===== config.mk =====
export PLATFORM = sky130hd
export DESIGN_NAME = gpu_cmd_dispatch
export DESIGN_NICKNAME = d
export VERILOG_FILES = /design/src/rtl/gpu_cmd_pkg.sv /design/src/rtl/gpu_lane_tracker.sv /design/src/rtl/gpu_cmd_dispatch.sv
export SDC_FILE = /design/constraint.sdc
export NUM_CORES = 1
export LEC_CHECK = 0
export ABC_AREA = 1
export CAP_MARGIN = 25
export CORE_ASPECT_RATIO = 1.1
export CORE_UTILIZATION = 30
export CTS_CLUSTER_SIZE = 8
export DETAILED_ROUTE_END_ITERATION = 8
export PLACE_DENSITY = 0.53
export REMOVE_ABC_BUFFERS = 1
export SYNTH_ARGS = -nofsm -noshare
export SYNTH_HDL_FRONTEND = slang
export SYNTH_SLANG_ARGS = --single-unit

===== constraint.sdc =====
create_clock -name gpu_clk -period 3.6 [get_ports gpu_clk]
set_clock_uncertainty 0.2 [all_clocks]
set_input_delay 0.72 -clock gpu_clk [delete_from_list [all_inputs] [get_ports gpu_clk]]
set_output_delay 0.72 -clock gpu_clk [all_outputs]
set_load 0.01 [all_outputs]

===== src/rtl/gpu_cmd_pkg.sv =====
// Shared constants for the GPU command front end: opcodes, register map,
// parameter field widths and the command decode used by the dispatcher.
package gpu_cmd_pkg;

  localparam logic [3:0] OP_START = 4'd0;
  localparam logic [3:0] OP_WRITE = 4'd2;
  localparam logic [3:0] OP_FLUSH = 4'd4;
  localparam logic [3:0] OP_RESET = 4'd5;
  localparam logic [3:0] OP_FENCE = 4'd6;

  localparam logic [3:0] REG_CTRL   = 4'd0;
  localparam logic [3:0] REG_COLOR  = 4'd1;
  localparam logic [3:0] REG_A01    = 4'd2;
  localparam logic [3:0] REG_A12    = 4'd3;
  localparam logic [3:0] REG_A20    = 4'd4;
  localparam logic [3:0] REG_W0     = 4'd5;
  localparam logic [3:0] REG_W1     = 4'd6;
  localparam logic [3:0] REG_W2     = 4'd7;
  localparam logic [3:0] REG_BASE   = 4'd8;
  localparam logic [3:0] REG_STRIDE = 4'd9;
  localparam logic [3:0] REG_B01    = 4'd10;
  localparam logic [3:0] REG_B12    = 4'd11;
  localparam logic [3:0] REG_B20    = 4'd12;
  localparam logic [3:0] REG_ZX     = 4'd13;
  localparam logic [3:0] REG_ZY     = 4'd14;
  localparam logic [3:0] REG_ZC     = 4'd15;

  localparam int COLOR_W  = 16;
  localparam int EDGE_A_W = 19;
  localparam int EDGE_B_W = 24;
  localparam int WORD_W   = 32;
  localparam int STRIDE_W = 16;

  typedef enum logic [2:0] {
    CMD_REG   = 3'd0,
    CMD_START = 3'd1,
    CMD_WRITE = 3'd2,
    CMD_FLUSH = 3'd3,
    CMD_RSTST = 3'd4,
    CMD_FENCE = 3'd5,
    CMD_BAD   = 3'd6
  } cmd_kind_e;

  function automatic cmd_kind_e decode_cmd(input logic [3:0] addr, input logic [3:0] op);
    cmd_kind_e k;
    if (addr != REG_CTRL) begin
      k = CMD_REG;
    end else begin
      case (op)
        OP_START: k = CMD_START;
        OP_WRITE: k = CMD_WRITE;
        OP_FLUSH: k = CMD_FLUSH;
        OP_RESET: k = CMD_RSTST;
        OP_FENCE: k = CMD_FENCE;
        default:  k = CMD_BAD;
      endcase
    end
    return k;
  endfunction

endpackage


===== src/rtl/gpu_lane_tracker.sv =====
// Per-lane dispatch bookkeeping: dirty flags, ping-pong buffer selects and the
// round-robin start / write-back pointers, plus the START and WRITE ready terms.
module gpu_lane_tracker
  import gpu_cmd_pkg::*;
#(
  parameter int NUM_LANES = 2,
  parameter int LANE_W    = (NUM_LANES > 1) ? $clog2(NUM_LANES) : 1
) (
  input  logic                 clk,
  input  logic                 rst,
  input  logic [NUM_LANES-1:0] tile_done_i,
  input  logic                 writer_reading_i,
  input  logic                 start_acc_i,
  input  logic                 write_acc_i,
  output logic [NUM_LANES-1:0] dirty_o,
  output logic [NUM_LANES-1:0] buf_sel_o,
  output logic [LANE_W-1:0]    start_ptr_o,
  output logic [LANE_W-1:0]    wb_ptr_o,
  output logic                 start_rdy_o,
  output logic                 write_rdy_o
);

  logic [NUM_LANES-1:0] dirty_q, dirty_d;
  logic [NUM_LANES-1:0] buf_sel_q, buf_sel_d;
  logic [LANE_W-1:0]    start_ptr_q, start_ptr_d;
  logic [LANE_W-1:0]    wb_ptr_q, wb_ptr_d;

  function automatic logic [LANE_W-1:0] next_ptr(input logic [LANE_W-1:0] p);
    if (p == LANE_W'(NUM_LANES - 1)) return '0;
    return p + 1'b1;
  endfunction

  // A lane that was started stays dirty until its tile has been written back,
  // which keeps a second START off it even while tile_done is still high.
  assign start_rdy_o = tile_done_i[start_ptr_q] & ~dirty_q[start_ptr_q];
  assign write_rdy_o = dirty_q[wb_ptr_q] & tile_done_i[wb_ptr_q] & ~writer_reading_i;

  always_comb begin
    dirty_d     = dirty_q;
    buf_sel_d   = buf_sel_q;
    start_ptr_d = start_ptr_q;
    wb_ptr_d    = wb_ptr_q;
    if (start_acc_i) begin
      dirty_d[start_ptr_q] = 1'b1;
      start_ptr_d          = next_ptr(start_ptr_q);
    end
    if (write_acc_i) begin
      dirty_d[wb_ptr_q]   = 1'b0;
      buf_sel_d[wb_ptr_q] = ~buf_sel_q[wb_ptr_q];
      wb_ptr_d            = next_ptr(wb_ptr_q);
    end
  end

  always_ff @(posedge clk) begin
    if (rst) begin
      dirty_q     <= '0;
      buf_sel_q   <= '0;
      start_ptr_q <= '0;
      wb_ptr_q    <= '0;
    end else begin
      dirty_q     <= dirty_d;
      buf_sel_q   <= buf_sel_d;
      start_ptr_q <= start_ptr_d;
      wb_ptr_q    <= wb_ptr_d;
    end
  end

  assign dirty_o     = dirty_q;
  assign buf_sel_o   = buf_sel_q;
  assign start_ptr_o = start_ptr_q;
  assign wb_ptr_o    = wb_ptr_q;

endmodule


===== src/rtl/gpu_cmd_dispatch.sv =====
// GPU command front end: triangle parameter registers, control opcode decode,
// round-robin tile-raster dispatch and in-order write-back issue.
module gpu_cmd_dispatch
  import gpu_cmd_pkg::*;
#(
  parameter int NUM_LANES = 2,
  parameter int LANE_W    = (NUM_LANES > 1) ? $clog2(NUM_LANES) : 1
) (
  input  logic                        gpu_clk,
  input  logic                        gpu_rst,
  input  logic                        cmd_valid,
  output logic                        cmd_ready,
  input  logic [3:0]                  cmd_addr,
  input  logic [31:0]                 cmd_data,
  output logic [NUM_LANES-1:0]        tile_start,
  input  logic [NUM_LANES-1:0]        tile_done,
  output logic                        clear_out,
  output logic [NUM_LANES-1:0]        buf_sel,
  output logic                        writer_start,
  output logic [LANE_W-1:0]           writer_lane,
  input  logic                        writer_reading,
  input  logic                        writer_flushed,
  output logic [COLOR_W-1:0]          color,
  output logic signed [EDGE_A_W-1:0]  a01,
  output logic signed [EDGE_A_W-1:0]  a12,
  output logic signed [EDGE_A_W-1:0]  a20,
  output logic signed [EDGE_B_W-1:0]  b01,
  output logic signed [EDGE_B_W-1:0]  b12,
  output logic signed [EDGE_B_W-1:0]  b20,
  output logic signed [WORD_W-1:0]    w0,
  output logic signed [WORD_W-1:0]    w1,
  output logic signed [WORD_W-1:0]    w2,
  output logic [WORD_W-1:0]           base_addr,
  output logic [STRIDE_W-1:0]         stride,
  output logic [WORD_W-1:0]           zx_raw,
  output logic [WORD_W-1:0]           zy_raw,
  output logic [WORD_W-1:0]           zc_raw,
  output logic                        busy,
  output logic [7:0]                  bad_cmd_count
);

  // Handshake: a command is taken on any cycle where cmd_valid and cmd_ready
  // are both high; cmd_ready never depends on anything registered after the
  // accept, and a stalled opcode holds cmd_ready low for everything behind it.
  cmd_kind_e            kind;
  logic                 accept, start_acc, write_acc, reg_acc;
  logic                 start_rdy, write_rdy;
  logic [NUM_LANES-1:0] dirty;
  logic [LANE_W-1:0]    start_ptr, wb_ptr;

  logic [COLOR_W-1:0]         color_q, color_d;
  logic signed [EDGE_A_W-1:0] a01_q, a01_d, a12_q, a12_d, a20_q, a20_d;
  logic signed [EDGE_B_W-1:0] b01_q, b01_d, b12_q, b12_d, b20_q, b20_d;
  logic signed [WORD_W-1:0]   w0_q, w0_d, w1_q, w1_d, w2_q, w2_d;
  logic [WORD_W-1:0]          base_q, base_d, zx_q, zx_d, zy_q, zy_d, zc_q, zc_d;
  logic [STRIDE_W-1:0]        stride_q, stride_d;
  logic                       clear_q, clear_d;
  logic [7:0]                 bad_q, bad_d;

  assign kind = decode_cmd(cmd_addr, cmd_data[3:0]);

  always_comb begin
    cmd_ready = 1'b0;
    if (!gpu_rst) begin
      case (kind)
        CMD_REG:   cmd_ready = 1'b1;
        CMD_START: cmd_ready = start_rdy;
        CMD_WRITE: cmd_ready = write_rdy;
        CMD_FLUSH: cmd_ready = writer_flushed;
        CMD_RSTST: cmd_ready = 1'b1;
        CMD_FENCE: cmd_ready = (&tile_done) & writer_flushed & ~writer_reading;
        default:   cmd_ready = 1'b1;
      endcase
    end
  end

  assign accept    = cmd_valid & cmd_ready;
  assign start_acc = accept && (kind == CMD_START);
  assign write_acc = accept && (kind == CMD_WRITE);
  assign reg_acc   = accept && (kind == CMD_REG);

  gpu_lane_tracker #(
    .NUM_LANES (NUM_LANES),
    .LANE_W    (LANE_W)
  ) u_lanes (
    .clk              (gpu_clk),
    .rst              (gpu_rst),
    .tile_done_i      (tile_done),
    .writer_reading_i (writer_reading),
    .start_acc_i      (start_acc),
    .write_acc_i      (write_acc),
    .dirty_o          (dirty),
    .buf_sel_o        (buf_sel),
    .start_ptr_o      (start_ptr),
    .wb_ptr_o         (wb_ptr),
    .start_rdy_o      (start_rdy),
    .write_rdy_o      (write_rdy)
  );

  always_comb begin
    tile_start = '0;
    for (int i = 0; i < NUM_LANES; i++) begin
      tile_start[i] = start_acc && (start_ptr == LANE_W'(i));
    end
  end

  assign writer_start = write_acc;
  assign writer_lane  = write_acc ? wb_ptr : '0;

  always_comb begin
    color_d  = color_q;
    a01_d    = a01_q;
    a12_d    = a12_q;
    a20_d    = a20_q;
    b01_d    = b01_q;
    b12_d    = b12_q;
    b20_d    = b20_q;
    w0_d     = w0_q;
    w1_d     = w1_q;
    w2_d     = w2_q;
    base_d   = base_q;
    stride_d = stride_q;
    zx_d     = zx_q;
    zy_d     = zy_q;
    zc_d     = zc_q;
    if (reg_acc) begin
      case (cmd_addr)
        REG_COLOR:  color_d  = cmd_data[COLOR_W-1:0];
        REG_A01:    a01_d    = cmd_data[EDGE_A_W-1:0];
        REG_A12:    a12_d    = cmd_data[EDGE_A_W-1:0];
        REG_A20:    a20_d    = cmd_data[EDGE_A_W-1:0];
        REG_W0:     w0_d     = cmd_data;
        REG_W1:     w1_d     = cmd_data;
        REG_W2:     w2_d     = cmd_data;
        REG_BASE:   base_d   = cmd_data;
        REG_STRIDE: stride_d = cmd_data[STRIDE_W-1:0];
        REG_B01:    b01_d    = cmd_data[EDGE_B_W-1:0];
        REG_B12:    b12_d    = cmd_data[EDGE_B_W-1:0];
        REG_B20:    b20_d    = cmd_data[EDGE_B_W-1:0];
        REG_ZX:     zx_d     = cmd_data;
        REG_ZY:     zy_d     = cmd_data;
        REG_ZC:     zc_d     = cmd_data;
        default:    ;
      endcase
    end
  end

  // clear is what the next started lane samples: set by write-back or
  // RESET_STATE, consumed by the following START.
  always_comb begin
    clear_d = clear_q;
    bad_d   = bad_q;
    if (start_acc) clear_d = 1'b0;
    if (write_acc || (accept && kind == CMD_RSTST)) clear_d = 1'b1;
    if (accept && kind == CMD_BAD && bad_q != 8'hFF) bad_d = bad_q + 8'd1;
  end

  always_ff @(posedge gpu_clk) begin
    if (gpu_rst) begin
      color_q  <= '0;
      a01_q    <= '0;
      a12_q    <= '0;
      a20_q    <= '0;
      b01_q    <= '0;
      b12_q    <= '0;
      b20_q    <= '0;
      w0_q     <= '0;
      w1_q     <= '0;
      w2_q     <= '0;
      base_q   <= '0;
      stride_q <= '0;
      zx_q     <= '0;
      zy_q     <= '0;
      zc_q     <= '0;
      clear_q  <= 1'b0;
      bad_q    <= '0;
    end else begin
      color_q  <= color_d;
      a01_q    <= a01_d;
      a12_q    <= a12_d;
      a20_q    <= a20_d;
      b01_q    <= b01_d;
      b12_q    <= b12_d;
      b20_q    <= b20_d;
      w0_q     <= w0_d;
      w1_q     <= w1_d;
      w2_q     <= w2_d;
      base_q   <= base_d;
      stride_q <= stride_d;
      zx_q     <= zx_d;
      zy_q     <= zy_d;
      zc_q     <= zc_d;
      clear_q  <= clear_d;
      bad_q    <= bad_d;
    end
  end

  assign color         = color_q;
  assign a01           = a01_q;
  assign a12           = a12_q;
  assign a20           = a20_q;
  assign b01           = b01_q;
  assign b12           = b12_q;
  assign b20           = b20_q;
  assign w0            = w0_q;
  assign w1            = w1_q;
  assign w2            = w2_q;
  assign base_addr     = base_q;
  assign stride        = stride_q;
  assign zx_raw        = zx_q;
  assign zy_raw        = zy_q;
  assign zc_raw        = zc_q;
  assign clear_out     = clear_q;
  assign bad_cmd_count = bad_q;
  assign busy          = (|dirty) | ~(&tile_done) | ~writer_flushed;

endmodule


==> insert_results.sql <==
INSERT INTO impl_metrics (metric_group, metric, value, unit) VALUES
('worst_hold_path', 'min-delay-path-class', 'flip-flop to flip-flop', ''),
('placed_design', 'port-buffer-count', '444', ''),
('yosys', 'synth.top_cells.by_area', 'dfxtp_1, nor2_1, nand3_1', ''),
('detailed_routing', 'drcViolationCount', '0', ''),
('global_route', 'grt_util_met3', '7.442', '%'),
('clocking', 'tritoncts', 'built', ''),
('global_route', 'groute.usage.overall', '22.97', '%'),
('clocking', 'worst_skew_pair_latency', '0.58', 'ns'),
('sta', 'final.period_utilization', '97.46', '%'),
('clocking', 'cts.reportedPaths.clkPinSlew', '0.05', 'ns'),
('worst_hold_path', 'whs_path_depth', '2', ''),
('die', 'placeableCoreArea', '53560', 'sq um'),
('die', 'die_w', '223.8', 'um'),
('yosys', 'ys_ff_latch', '400', ''),
('detailed_routing', 'drt_wl_total', '65100', 'um'),
('detailed_routing', 'antenna_violation_net_count_after_detailed_routing', '0', ''),
('power_and_ir_drop', 'total_switching_power', '2.419', 'mW'),
('worst_setup_path', 'timing.critical_path.cells', 'clkdlybuf4s50_1, nor2_1, inv_1, nor2_8, nand4_1, nor2_1, nor2_1, nand3_2, nand3_2, nor2_1, dlygate4sd2_1', ''),
('sta', 'final.min_clock_period', '3.509', 'ns'),
('global_route', 'met1_usage', '28.13', '%'),
('sta', 'grt_setup_unrepaired', 'no', ''),
('outcome', 'run_status', 'finished clean', ''),
('yosys', 'synthesis.instances', '2345', ''),
('yosys', 'mappedNetlistArea', '16230', 'sq um'),
('power_and_ir_drop', 'seq_power_share', '45.5', '%'),
('sta', 'final-hold-violation-count', '0', ''),
('yosys', 'netlist.top_cell.by_area', 'dfxtp_1', ''),
('global_route', 'antenna_found_initial', '0', ''),
('yosys', 'yosysWarnings', '0', ''),
('power_and_ir_drop', 'power_density', '431.1', 'nW/um^2'),
('power_and_ir_drop', 'maximum_vdd_ir_drop', '0.3739', 'mV'),
('global_route', 'grt_util_met2', '37.39', '%'),
('clocking', 'clockBufferDepth', '3', ''),
('layout', 'antenna_cells', '0', ''),
('power_and_ir_drop', 'cellLeakagePower', '9.040', 'nW'),
('power_and_ir_drop', 'comb_power_share', '8.7', '%'),
('flow_run', 'timing.max_cap.violations', '0', ''),
('die', 'initial_util', '30.31', '%'),
('worst_setup_path', 'kind_of_launch_point_of_the_worst_setup_path', 'input port', ''),
('die', 'die_height', '246.0', 'um'),
('detailed_routing', 'wl_per_cell', '18.68', 'um'),
('worst_setup_path', 'critical_path_required', '2.68', 'ns'),
('placed_design', 'gp_congestion', '0.9054', ''),
('global_route', 'total_congestion_overflow', '0', ''),
('worst_setup_path', 'slowest_delay', '0.47', 'ns'),
('clocking', 'holdBufCountCts', '0', ''),
('worst_setup_path', 'timing.critical_path.from', 'cmd_addr[0]', ''),
('die', 'std_cell_rows', '89', ''),
('yosys', 'synth_top_area_share', '49.33', '%'),
('global_route', 'first_global_vias', '15130', ''),
('worst_setup_path', 'crit_path_max_fanout', '7', ''),
('sta', 'worst_pin_slew', '1.103', 'ns'),
('placed_design', 'dp.final_hpwl', '42360', 'um'),
('worst_setup_path', 'path_buf_inv', '3', ''),
('yosys', 'part_of_the_yosys_area_used_for_sequential_elements', '49.33', '%'),
('clocking', 'ctsHtreeMaxLevel', '2', ''),
('die', 'top_level_ports', '445', ''),
('worst_setup_path', 'crit_path_frequent_cell', 'nor2_1', ''),
('worst_setup_path', 'worst_path_max_delay_cell', 'clkdlybuf4s50_1', ''),
('worst_setup_path', 'setup.reg_to_reg.worst_slack', '0.66', 'ns'),
('detailed_routing', 'number_of_optimization_iterations_in_the_first_detailed_route_pass', '5', ''),
('detailed_routing', 'drt-vias-per-instance', '4.717', ''),
('worst_setup_path', 'timing.setup.critical_path_class', 'input port to primary output', ''),
('clocking', 'clock-root-buffer', 'clkbuf_16', ''),
('worst_setup_path', 'worst-endpoint-arrival', '2.59', 'ns'),
('detailed_routing', 'drt_first_iter_violations', '1077', ''),
('die', 'floorplan.die_area', '55050', 'sq um'),
('worst_setup_path', 'cp.depth', '11', ''),
('global_route', 'grt_most_used_layer', 'met2', ''),
('worst_setup_path', 'top_cell_family_by_delay_on_the_critical_path', 'simple AND/OR/NAND/NOR gates', ''),
('layout', 'drive_above_1_share', '6.746', '%');
## through the flow
| step | area [sq um] | util (%) | power [mW] | std cells | hold WS (ns) |
|---|---|---|---|---|---|
| finish | 23090 | 43.10 | 9.952 | 3485 | 0.2706 |
| global route | 23090 | 43.10 | 10.32 | 3485 | 0.2988 |
| CTS | 23040 | 43.01 | 10.07 | 3483 | 0.2697 |
| detailed placement | 21600 | 40.34 | 5.477 | 3424 | 0.2580 |
| global placement | 21590 | 40.31 | 5.469 | 3422 | 0.2631 |
| floorplan | 15390 | - | 5.181 | 2171 | 0.2839 |
## power by group through the flow
| stage | Combinational (mW) | Sequential [mW] | Clock (mW) |
|---|---|---|---|
| final | 0.862 | 4.52 | 4.57 |
| after global routing | 0.934 | 4.52 | 4.86 |
| after CTS | 0.864 | 4.52 | 4.68 |
| after detailed placement | 0.864 | 4.61 | 0 |
| after global placement | 0.859 | 4.61 | 0 |
| after floorplan | 0.551 | 4.63 | 0 |
## worst reg2reg max path, delay by kind of cell (launching register included)
kind | cells | cell delay, ns
buffers and inverters | 4 | 0.61
flip-flops | 1 | 0.34
AND/OR/NAND/NOR | 10 | 1.74
## layer usage
layer	wire (um)	up-vias
met4	2344	0
li1	-	8125
met5	0	-
met3	5630	117
met2	29830	557
met1	27290	7641
## cells in the mapped netlist, drive strengths merged
library cell	n
o21ai	2
a21oi	12
o2111ai	1
nor2	845
nor3b	1
a41oi	1
a31oi	1
nand4	8
nor3	2
inv	65
buf	124
a31o	1
nand2	418
ha	1
nand3	406
clkinv	6
clkbuf	50
dfxtp	400
and3	1
## repair_timing
item,4_1_cts,5_1_grt
endpoints found under the setup margin,5,4
buffers inserted,2,0
resized for setup,10,11
pin swaps,4,4
## flip-flops by register name, summed over array words and instances, names as in the netlist, 16 cells and up
register and cells:
a01 19, a12 19, a20 19, b01 24, b12 24, b20 24
base_addr 32, color 16, stride 16, w0 32, w1 32, w2 32
zc_raw 32, zx_raw 32, zy_raw 32
## path summary, 6_finish.rpt
check / to
setup / recovery: writer_start
hold / removal: clear_out$_SDFFE_PP0P_
setup reg to reg: w0[25]$_SDFFE_PP0P_
hold reg to reg: clear_out$_SDFFE_PP0P_
## cell type report
cell class                      count  area [sq um]  area share [%]
Multi-Input combinational cell   1700          7194           31.16
Tap cell                          728         910.9           3.946
Clock buffer                       57          1426           6.179
Timing Repair Buffer              529          5273           22.84
Inverter                           71         274.0           1.187
Sequential cell                   400          8008           34.69
## cell usage in the layout (no fill, tap or decap), drive strengths merged
master	netlist	layout
dlygate4sd2	0	6
and3	1	1
nand4	8	8
dlymetal6s2s	0	2
clkinv	6	5
a31oi	1	1
buf	124	85
nand2	418	418
inv	65	66
a21oi	12	12
dfxtp	400	400
nor3	2	2
ha	1	1
nor3b	1	1
o21ai	2	2
clkdlybuf4s50	0	433
a41oi	1	1
nor2	845	845
a31o	1	1
nand3	406	406
clkbuf	50	60
o2111ai	1	1
## cell families after synthesis
kind of cell             after synthesis  synth area share (%)
AO/OA/AOI/OAI                         18                0.6321
flip-flops                           400                 49.33
AND/OR/NAND/NOR                     1681                 43.13
adder cells (fa/ha/maj)                1               0.07706
buffers and inverters                245                 6.829
No activity file was read; power rests on OpenSTA's default activity.
